==> src/rtl/add_accumulator_pkg.sv <==
// +--------------------------------------------------------------------+
// | add_accumulator_pkg: shared defaults and FSM state encoding.       |
// | Rev 1.0                                                            |
// +--------------------------------------------------------------------+
`default_nettype none

package add_accumulator_pkg;

  localparam int WIDTH_DEF = 32;
  localparam int CNT_W_DEF = 8;

  typedef enum logic [1:0] {
    IDLE  = 2'd0,
    ACCUM = 2'd1,
    DONE  = 2'd2
  } state_e;

endpackage

`default_nettype wire

==> src/rtl/add_accumulator_adder.sv <==
// +--------------------------------------------------------------------+
// | carry_bypass_adder: block carry-skip adder with signed overflow.   |
// | Rev 1.0                                                            |
// +--------------------------------------------------------------------+
`default_nettype none

module carry_bypass_adder #(
  parameter int WIDTH = 32,
  parameter int BLK   = 4
) (
  input  logic [WIDTH-1:0] a_i,
  input  logic [WIDTH-1:0] b_i,
  input  logic             cin_i,
  output logic [WIDTH-1:0] sum_o,
  output logic             cout_o,
  output logic             ovf_o
);

  localparam int NBLK = WIDTH / BLK;

  logic w_c_blk;
  logic w_c_rip;
  logic w_p_blk;
  logic w_a;
  logic w_b;

  // A block whose bits all propagate passes its carry-in straight through.
  always_comb begin
    sum_o   = '0;
    w_c_blk = cin_i;
    w_c_rip = 1'b0;
    w_p_blk = 1'b0;
    w_a     = 1'b0;
    w_b     = 1'b0;
    for (int k = 0; k < NBLK; k++) begin
      w_c_rip = w_c_blk;
      w_p_blk = 1'b1;
      for (int j = 0; j < BLK; j++) begin
        w_a                = a_i[k*BLK+j];
        w_b                = b_i[k*BLK+j];
        sum_o[k*BLK+j]     = w_a ^ w_b ^ w_c_rip;
        w_c_rip            = (w_a & w_b) | (w_c_rip & (w_a ^ w_b));
        w_p_blk            = w_p_blk & (w_a ^ w_b);
      end
      w_c_blk = w_p_blk ? w_c_blk : w_c_rip;
    end
    cout_o = w_c_blk;
    ovf_o  = (a_i[WIDTH-1] == b_i[WIDTH-1]) && (sum_o[WIDTH-1] != a_i[WIDTH-1]);
  end

endmodule

`default_nettype wire

==> src/rtl/add_accumulator.sv <==
// +--------------------------------------------------------------------+
// | add_accumulator: sums a run of len operands, counts carries and    |
// | flags signed overflow. Rev 1.0                                     |
// +--------------------------------------------------------------------+
`default_nettype none

module add_accumulator
  import add_accumulator_pkg::*;
#(
  parameter int WIDTH = WIDTH_DEF,
  parameter int CNT_W = CNT_W_DEF
) (
  input  logic             clk,
  input  logic             rst,
  input  logic             start,
  input  logic [CNT_W-1:0] len,
  input  logic             in_valid,
  input  logic [WIDTH-1:0] in_data,
  output logic             in_ready,
  output logic             out_valid,
  input  logic             out_ready,
  output logic [WIDTH-1:0] out_sum,
  output logic [CNT_W-1:0] out_carry_cnt,
  output logic             out_ovf,
  output logic             busy
);

  state_e           state_q, state_d;
  logic [WIDTH-1:0] acc_q, acc_d;
  logic [CNT_W-1:0] cnt_q, cnt_d;
  logic [CNT_W-1:0] rem_q, rem_d;
  logic             ovf_q, ovf_d;

  logic [WIDTH-1:0] w_sum;
  logic             w_cout;
  logic             w_ovf;
  logic             w_accept;

  carry_bypass_adder #(
    .WIDTH (WIDTH),
    .BLK   (4)
  ) u_adder (
    .a_i   (acc_q),
    .b_i   (in_data),
    .cin_i (1'b0),
    .sum_o (w_sum),
    .cout_o(w_cout),
    .ovf_o (w_ovf)
  );

  assign in_ready      = (state_q == ACCUM);
  assign out_valid     = (state_q == DONE);
  assign busy          = (state_q != IDLE);
  assign out_sum       = acc_q;
  assign out_carry_cnt = cnt_q;
  assign out_ovf       = ovf_q;
  assign w_accept      = in_valid && in_ready;

  always_comb begin
    state_d = state_q;
    acc_d   = acc_q;
    cnt_d   = cnt_q;
    rem_d   = rem_q;
    ovf_d   = ovf_q;
    unique case (state_q)
      IDLE: begin
        if (start) begin
          acc_d   = '0;
          cnt_d   = '0;
          ovf_d   = 1'b0;
          rem_d   = len;
          state_d = (len == '0) ? DONE : ACCUM;
        end
      end
      ACCUM: begin
        if (w_accept) begin
          acc_d = w_sum;
          if (w_cout && (cnt_q != {CNT_W{1'b1}})) begin
            cnt_d = cnt_q + CNT_W'(1);
          end
          ovf_d = ovf_q | w_ovf;
          rem_d = rem_q - CNT_W'(1);
          if (rem_q == CNT_W'(1)) begin
            state_d = DONE;
          end
        end
      end
      DONE: begin
        if (out_ready) begin
          state_d = IDLE;
        end
      end
      default: state_d = IDLE;
    endcase
  end

  always_ff @(posedge clk) begin
    if (rst) begin
      state_q <= IDLE;
      acc_q   <= '0;
      cnt_q   <= '0;
      rem_q   <= '0;
      ovf_q   <= 1'b0;
    end else begin
      state_q <= state_d;
      acc_q   <= acc_d;
      cnt_q   <= cnt_d;
      rem_q   <= rem_d;
      ovf_q   <= ovf_d;
    end
  end

endmodule

`default_nettype wire
==> config.mk <==
export PLATFORM = sky130hd
export DESIGN_NAME = add_accumulator
export DESIGN_NICKNAME = d
export VERILOG_FILES = /design/src/rtl/add_accumulator_pkg.sv /design/src/rtl/add_accumulator_adder.sv /design/src/rtl/add_accumulator.sv
export SDC_FILE = /design/constraint.sdc
export NUM_CORES = 1
export LEC_CHECK = 0
export CAP_MARGIN = 10
export CELL_PAD_IN_SITES_DETAIL_PLACEMENT = 0
export CELL_PAD_IN_SITES_GLOBAL_PLACEMENT = 2
export CORE_UTILIZATION = 27
export DETAILED_ROUTE_END_ITERATION = 8
export GPL_TIMING_DRIVEN = 0
export MAX_ROUTING_LAYER = met4
export PLACE_DENSITY_LB_ADDON = 0.1
export SLEW_MARGIN = 20
export SYNTH_ARGS = -nofsm -noshare
export SYNTH_HDL_FRONTEND = slang
export SYNTH_SLANG_ARGS = --single-unit
==> constraint.sdc <==
create_clock -name clk -period 16.15 [get_ports clk]
set_clock_uncertainty 0.15 [all_clocks]
set_input_delay 2.4225 -clock clk [delete_from_list [all_inputs] [get_ports clk]]
set_output_delay 2.4225 -clock clk [all_outputs]
set_load 0.1 [all_outputs]
==> flow_summary.yaml, run 1 <==
die:
  dieArea_um2: 14400
  start_util: 0.280
  die_w_um: 120
  die_y_um: 120
  ioPinCount: 89
  core-area_um2: 13400
  num_rows: 42
clocking:
  clk_pin_slew_ps: 70
  hold_buffers: 0
  insertion_delay_ps: 300
  root_buffer: "clkbuf_16"
  cts_sinks: 51
  htree_levels: 2
  cts_tree: "yes"
  numCtsBuffers: 5
  max-clock-path-buffers: 2
pwr:
  max-vdd-ir-drop_uv: 36.3
  power.density_nw_per_um2: 77.5
  p_leak_nw: 2.11
global_routing:
  grt_pass1_wl_mm: 16.8
  grt-busiest-layer: "met2"
  grt.met2_usage: 0.255
  met1_usage: 0.190
  grt_util_all_layers: 0.155
  overflow: 0
  grt_max_degree: 15
  met3_usage: 0.0276
  antenna_found_initial: 0
  grt_pass1_vias: 3396
logic_synthesis:
  synth-seq-cells: 51
  synth_edf_count: 0
  synth_area_leaders: "dfxtp_1 (27%), fa_1 (17%), ha_1 (12%)"
  synth-async-reset-ratio: 0
  ys_types: 60
  synth_nets: 543
  synth_top_area_cell: "dfxtp_1"
  synthFlopType: "dfxtp_1"
  netlist_area_um2: 3750
  synth_warnings: 0
  ys_seq_area_frac: 0.272
  avgSynthCellArea_um2: 8.69
  syn_inst: 432
  synth_top_area_frac: 0.272
timing:
  period_share: 0.987
  setup_viol: 0
  fin_ws_ps: 210
  max_freq_ghz: 0.0627
  whs_ps: 318
  min_period_ps: 15940
  tightestPinTransition_ps: 1010
  hold_viol: 0
  rsz0062_at_grt: "true"
  max_slew_margin: 0.326
  finalMaxSlewViolations: 0
worst_setup_path:
  max_stage_delay_ps: 390
  cp-start-kind: "input port"
  cp.arrival_ps: 15990
  slowest_stage: "fa_2"
  crit_required_ps: 16200
  endpoint_kind: "flip-flop"
  crit_top_cell: "fa_2"
  cp_max_fo: 7
  crit_type: "in2reg"
finish:
  drive_gt1_frac: 0.191
  final_common_cell: "clkdlybuf4s50_1"
  final_cell_mix: "clkdlybuf4s50_1 (85), nor2_1 (73), inv_1 (59)"
  synthToLayoutAreaGrowth_pct: 42.5
  n_antenna_cell: 0
  layout.nets: 664
detailed_routing:
  vias: 3344
  final_antenna_net_count: 0
  route.detailed.drc: 0
  avgViaCountPerCell: 4.58
  wl_per_cell_um: 14.0
  drt_iter0_drc: 146
  wl_mm: 10.2
  first_pass_iters: 4
place:
  dp_hpwl_mm: 7.70
  gp_congestion: 0.758
  io_buffers: 88
  post-place-ws_ps: -1160
min_path:
  hold_class: "reg2reg"
job:
  cap_viol_max_count: 0
status:
  run_status: "finished clean"
[area by class of cell]
type | count | area, µm²
Sequential cell | 51 | 1020
Timing Repair Buffer | 114 | 1070
Fill cell | 1400 | 8050
Multi-Input combinational cell | 300 | 2550
Clock buffer | 8 | 156
Inverter | 64 | 240
Tap cell | 176 | 220
Buffer | 17 | 86.3
[routing by layer]
metal / share of wire / routed length [µm]
met1: 0.46 / 4690
met2: 0.49 / 4990
met3: 0.037 / 382
met4: 0.015 / 151
met5: 0 / 0
[path summary, 6_finish.rpt]
check                   from          endpoint  slack [ps]  cells past startpoint
hold / removal      rem_q[5]          rem_q[5]         320                      2
setup / recovery  in_data[0]  out_carry_cnt[0]         210                     51
hold reg to reg     rem_q[5]          rem_q[5]         320                      2
setup reg to reg  out_sum[0]  out_carry_cnt[0]        1960                     50
[state kept, by name, indices dropped and copies added (netlist names)]
signal	count
out_ovf	1
out_carry_cnt	8
state_q	2
out_sum	32
rem_q	8
[power breakdown]
group	switching, mW	total, mW	leakage (nW)	internal, mW
sequential	0.00824	0.142	0.414	0.134
combinational	0.0986	0.156	1.62	0.0574
clock	0.0504	0.117	0.0772	0.0662
total	0.157	0.414	2.11	0.257
[synth_stat cells (2+ instances only)]
cell type  count
inv_1         63
and3_1         3
nand2_1       15
nor2b_1        8
nor3_1         3
o21ai_1       11
clkbuf_1       8
nor2_1        73
ha_1          35
a41oi_1        2
nand4_4        2
buf_2          4
buf_1          3
dfxtp_1       51
a22oi_1        3
nand4_1        2
a211oi_1       5
o31ai_1        2
o21a_1         2
and4_2         2
or3_1          3
a21oi_1       41
nand2b_1       2
o21ai_0       12
xor2_1         2
nor4_1         3
or2_2          2
fa_1          31
nand3_1        8
[kinds of logic after synthesis]
logic type,count (synthesis),share of synthesized area
compound gates,94,0.166
xor+xnor,2,0.00467
fa+ha+maj,66,0.282
buf+inv,81,0.0870
flops,51,0.272
mux,2,0.00567
simple gates,136,0.183
[metrics by stage]
step	std cells	TNS, ps	instance area, µm²	power, mW	util
after floorplan	432	0	3840	0.247	-
after global placement	696	-10870	4940	0.292	0.368
after detailed placement	696	-10790	4940	0.292	0.368
after CTS	727	-19.2	5320	0.421	0.397
after global routing	730	-648	5350	0.441	0.399
final	730	0	5350	0.414	0.399
[worst max-delay path: cells and delay by family]
kind | cells | cell delay [ps]
AO/OA/AOI/OAI | 9 | 1740
AND/OR/NAND/NOR | 5 | 660
adder cells (fa/ha/maj) | 32 | 10650
multiplexers | 1 | 290
buffers and inverters | 4 | 210
[repair_timing]
action	4_1_cts	5_1_grt
pin swaps	10	10
cloned	0	0
resized for setup	29	1
setup endpoints to repair	11	10
setup buffers	23	3
Power figures use the tool's default switching activity.
==> inputs of run 2 (changes only) <==
Settings changed: SETUP_SLACK_MARGIN set to 0.3.
==> run 2 against run 1 <==
Net effect: utilization hardly changed; sequential share of layout area about the same; fmax grew 0.40%; register-to-register slack gained 70 ps; critical path depth is the same; via count shrank 2.1%; final cell count is 0.27% lower; die area did not move; non-clock buffer count decreased by 2; sequential power about the same; design area is essentially flat; first-iteration DRC count up 29%; critical endpoint is now out_carry_cnt[1].
==> flow_summary.yaml, run 2 (synthesis results as in run 1) <==
die:
  num_rows: 42
  core-area_um2: 13400
  die_y_um: 120
  start_util: 0.280
  dieArea_um2: 14400
  ioPinCount: 89
  die_w_um: 120
worst_setup_path:
  cp-start-kind: "input port"
  endpoint_kind: "flip-flop"
  cp.arrival_ps: 15920
  cp_max_fo: 7
  crit_required_ps: 16190
  crit_type: "in2reg"
  crit_top_cell: "fa_2"
  slowest_stage: "fa_2"
  max_stage_delay_ps: 400
pwr:
  power.density_nw_per_um2: 77.6
  p_leak_nw: 2.10
  max-vdd-ir-drop_uv: 37.0
clocking:
  cts_sinks: 51
  htree_levels: 2
  root_buffer: "clkbuf_16"
  cts_tree: "yes"
  hold_buffers: 0
  clk_pin_slew_ps: 70
  max-clock-path-buffers: 2
  numCtsBuffers: 5
  insertion_delay_ps: 300
detailed_routing:
  final_antenna_net_count: 0
  drt_iter0_drc: 188
  avgViaCountPerCell: 4.50
  route.detailed.drc: 0
  wl_per_cell_um: 13.9
  first_pass_iters: 4
  wl_mm: 10.1
  vias: 3275
finish:
  n_antenna_cell: 0
  fin_util: 0.399
  fill_cells: 1380
  layout.nets: 662
  largest_register_ff_count: 32
  final_common_cell: "clkdlybuf4s50_1"
  final_cell_mix: "clkdlybuf4s50_1 (85), nor2_1 (72), inv_1 (58)"
  synthToLayoutAreaGrowth_pct: 42.6
  drive_gt1_frac: 0.196
global_routing:
  antenna_found_initial: 0
  met1_usage: 0.201
  met3_usage: 0.0266
  grt_util_all_layers: 0.158
  grt_max_degree: 15
  grt-busiest-layer: "met2"
  grt_pass1_vias: 3386
  overflow: 0
  grt.met2_usage: 0.252
  grt_pass1_wl_mm: 17.1
timing:
  rsz0062_at_grt: "true"
  max_slew_margin: 0.321
  min_period_ps: 15880
  tightestPinTransition_ps: 1020
  period_share: 0.983
  fin_ws_ps: 273
  setup_viol: 0
  max_freq_ghz: 0.0630
  finalMaxSlewViolations: 0
  hold_viol: 0
job:
  cap_viol_max_count: 0
place:
  io_buffers: 88
  post-place-ws_ps: -866
  gp_congestion: 0.745
  dp_hpwl_mm: 7.56
status:
  run_status: "finished clean"
min_path:
  hold_class: "reg2reg"
[run 2: cell count changes in the layout (fill, tap and decap cells not counted)]
cell and change:
a21oi_1 -1, a21oi_4 +1, buf_4 -2, inv_1 -1, inv_2 +1, nor2_1 -1, nor2_2 +1, o31ai_1 -1
o31ai_2 +1
[run 2: path summary, 6_finish.rpt]
path	slack, ps	depth (start not counted)	start	end
worst min register to register	320	2	rem_q[5]	rem_q[5]
worst max-delay path	270	51	in_data[0]	out_carry_cnt[1]
worst max register to register	2030	50	out_sum[0]	out_carry_cnt[1]
worst min-delay path	320	2	rem_q[5]	rem_q[5]
[run 2: final cells by class]
class	instances	area, µm²	area share
multi-input combinational	300	2570	0.481
tap	176	220	0.0411
timing repair buffer	112	1060	0.197
sequential	51	1020	0.191
buffer	17	86.3	0.0161
inverter	64	240	0.0449
clock buffer	8	156	0.0292
[run 2: worst max-delay path, delay by kind of cell]
family / cells / cell delay [ps]
fa+ha+maj: 32 / 10570
compound gates: 8 / 1610
simple gates: 5 / 660
mux: 2 / 420
buf+inv: 4 / 210
[run 2: routing by layer]
metal | part of all wire | up-vias
met5 | 0 | -
met4 | 0.017 | 0
met3 | 0.035 | 10
met2 | 0.47 | 63
met1 | 0.47 | 1558
li1 | - | 1644
[run 2: per-stage QoR]
stage / hold slack (ps) / area (µm²) / total power, mW / instances / TNS, ps
floorplan: 294 / 3870 / 0.248 / 432 / 0
global placement: 307 / 4970 / 0.293 / 696 / -7940
detailed placement: 315 / 4970 / 0.293 / 696 / -7690
CTS: 325 / 5300 / 0.420 / 726 / 0
global route: 355 / 5350 / 0.442 / 728 / -131
finish: 324 / 5350 / 0.416 / 728 / 0
[run 2: report_power, final]
group / total, mW / switching (mW) / internal, mW
clock network: 0.118 / 0.0514 / 0.0663
logic: 0.156 / 0.0989 / 0.0573
registers: 0.142 / 0.00815 / 0.134
total: 0.416 / 0.158 / 0.257
[run 2: timing repair]
item	4_1_cts	5_1_grt
gates resized for setup	14	8
endpoints found under the setup margin	12	10
pin swaps	13	8
setup buffers	22	2
==> inputs of run 3 (changes only) <==
Settings changed: CORE_UTILIZATION 27 to 32.
Clock period 16.15 ns to 19.5 ns, I/O delays scaled along.
==> run 3 against run 2 <==
Net effect: routed wire length fell by 7.0%; sequential power shrank 18%; clock power decreased by 29%; count of clock-buffer cells in the layout decreased by 2; critical endpoint is now out_carry_cnt[4]; global-route usage is 1.3 points higher; design area fell by 7.4%; total power down 23%; via count is 2.4% lower.
==> flow_summary.yaml, run 3 (synthesis results as in run 1) <==
pwr:
  power_frac_seq: 0.366
  max-vdd-ir-drop_uv: 40.4
  p_sw_frac: 0.383
  power_mw: 0.320
  p_leak_nw: 1.95
  power.density_nw_per_um2: 64.6
  p_comb_frac: 0.371
  p_int_mw: 0.198
  p_clk_frac: 0.263
  power.switching_mw: 0.122
detailed_routing:
  wl_mm: 9.44
  drt_iter0_drc: 117
  final_antenna_net_count: 0
  avgViaCountPerCell: 4.78
  first_pass_iters: 4
  wl_per_cell_um: 14.1
  vias: 3196
  route.detailed.drc: 0
global_routing:
  grt_util_all_layers: 0.171
  antenna_found_initial: 0
  grt_pass1_wl_mm: 15.6
  overflow: 0
  grt_max_degree: 14
  grt_pass1_vias: 3162
timing:
  tns_ps: 0
  max_slew_margin: 0.331
  period_share: 0.946
  tightestPinTransition_ps: 1000
  finalMaxSlewViolations: 0
  setup_viol: 0
  max_freq_ghz: 0.0542
  rsz0062_at_grt: "false"
  hold_viol: 0
  min_period_ps: 18450
min_path:
  worstHoldStart: "rem_q[5]"
  hold_class: "reg2reg"
clocking:
  cts_tree: "yes"
  numCtsBuffers: 5
  clk_pin_slew_ps: 70
  root_buffer: "clkbuf_16"
  hold_buffers: 0
  insertion_delay_ps: 290
  htree_levels: 2
  max-clock-path-buffers: 2
  cts_sinks: 51
worst_setup_path:
  cp.arrival_ps: 18510
  cp-start-kind: "input port"
  slowest_stage: "clkdlybuf4s50_1"
  critPathBufInv: 4
  worst_setup_path_startpoint: "in_data[0]"
  endpoint_kind: "flip-flop"
  cpLargestDelayFamily: "adder cells"
  crit_required_ps: 19550
  max_stage_delay_ps: 470
  crit_type: "in2reg"
  r2r-start: "out_sum[0]"
  crit_top_cell: "fa_1"
  cp_max_fo: 6
die:
  die_w_um: 110
  die_y_um: 110
  num_rows: 39
  core-area_um2: 11400
  start_util: 0.329
  dieArea_um2: 12200
  ioPinCount: 89
finish:
  final_common_cell: "clkdlybuf4s50_1"
  fill_cells: 1194
  largest_register_ff_count: 32
  synthToLayoutAreaGrowth_pct: 32.0
  layout.nets: 638
  final_cell_mix: "clkdlybuf4s50_1 (88), nor2_1 (73), inv_1 (63)"
  drive_gt1_frac: 0.0665
  n_antenna_cell: 0
place:
  gp_congestion: 0.772
  io_buffers: 88
  dp_hpwl_mm: 7.33
job:
  cap_viol_max_count: 0
status:
  run_status: "finished clean"
-- run 3: cell types whose count changed in the layout (fill, tap and decap cells not counted), sizes merged --
cell           before  now
clkbuf             17   15
clkdlybuf4s50      85   88
dlygate4sd2         1    0
buf                34    8
-- run 3: area by class of cell --
cell class	instances	area [µm²]	area share
Multi-Input combinational cell	300	2420	0.488
Buffer	17	86.3	0.0174
Tap cell	143	179	0.0361
Sequential cell	51	1020	0.206
Clock buffer	6	129	0.0260
Timing Repair Buffer	88	881	0.178
Inverter	64	240	0.0485
-- run 3: power by group through the flow --
stage | clock network [mW] | logic (mW) | registers [mW]
finish | 0.0841 | 0.119 | 0.117
global route | 0.0925 | 0.131 | 0.119
CTS | 0.0891 | 0.120 | 0.117
detailed placement | 0 | 0.120 | 0.120
global placement | 0 | 0.119 | 0.120
floorplan | 0 | 0.0609 | 0.142
-- run 3: final timing paths --
| kind | to | slack, ps | cells past startpoint |
|---|---|---|---|
| worst max register to register | out_carry_cnt[4] | 3770 | 50 |
| worst max-delay path | out_carry_cnt[4] | 1050 | 51 |
| worst min register to register | rem_q[5] | 320 | 2 |
| worst min-delay path | rem_q[5] | 320 | 2 |
-- run 3: per-stage QoR --
stage / area, µm² / instances / setup WS (ps) / hold WS [ps] / utilization
finish: 4950 / 669 / 1050 / 316 / 0.434
global route: 4950 / 669 / 356 / 357 / 0.434
CTS: 4940 / 669 / 894 / 320 / 0.433
detailed placement: 4810 / 663 / 666 / 310 / 0.422
global placement: 4810 / 663 / 787 / 304 / 0.422
floorplan: 3750 / 432 / 2130 / 294 / -
-- run 3: routing by layer --
metal | GRT usage | vias to the layer above | wire, µm
met5 | - | - | 0
li1 | - | 1599 | -
met1 | 0.218 | 1525 | 4300
met4 | 0.0282 | 0 | 57
met3 | 0.0294 | 6 | 461
met2 | 0.287 | 66 | 4620
-- run 3: worst register-to-register path, delay by kind of cell, from the launching register on --
family                   cells  cell delay (ps)
adder cells (fa/ha/maj)     32            11920
multiplexers                 1              310
AND/OR/NAND/NOR              5              810
buffers and inverters        3              180
AO/OA/AOI/OAI                9             1900
flip-flops                   1              370
-- run 3: repair_timing --
action	4_1_cts	5_1_grt
setup buffers	0	0
endpoints found under the setup margin	0	1
resized for setup	0	2
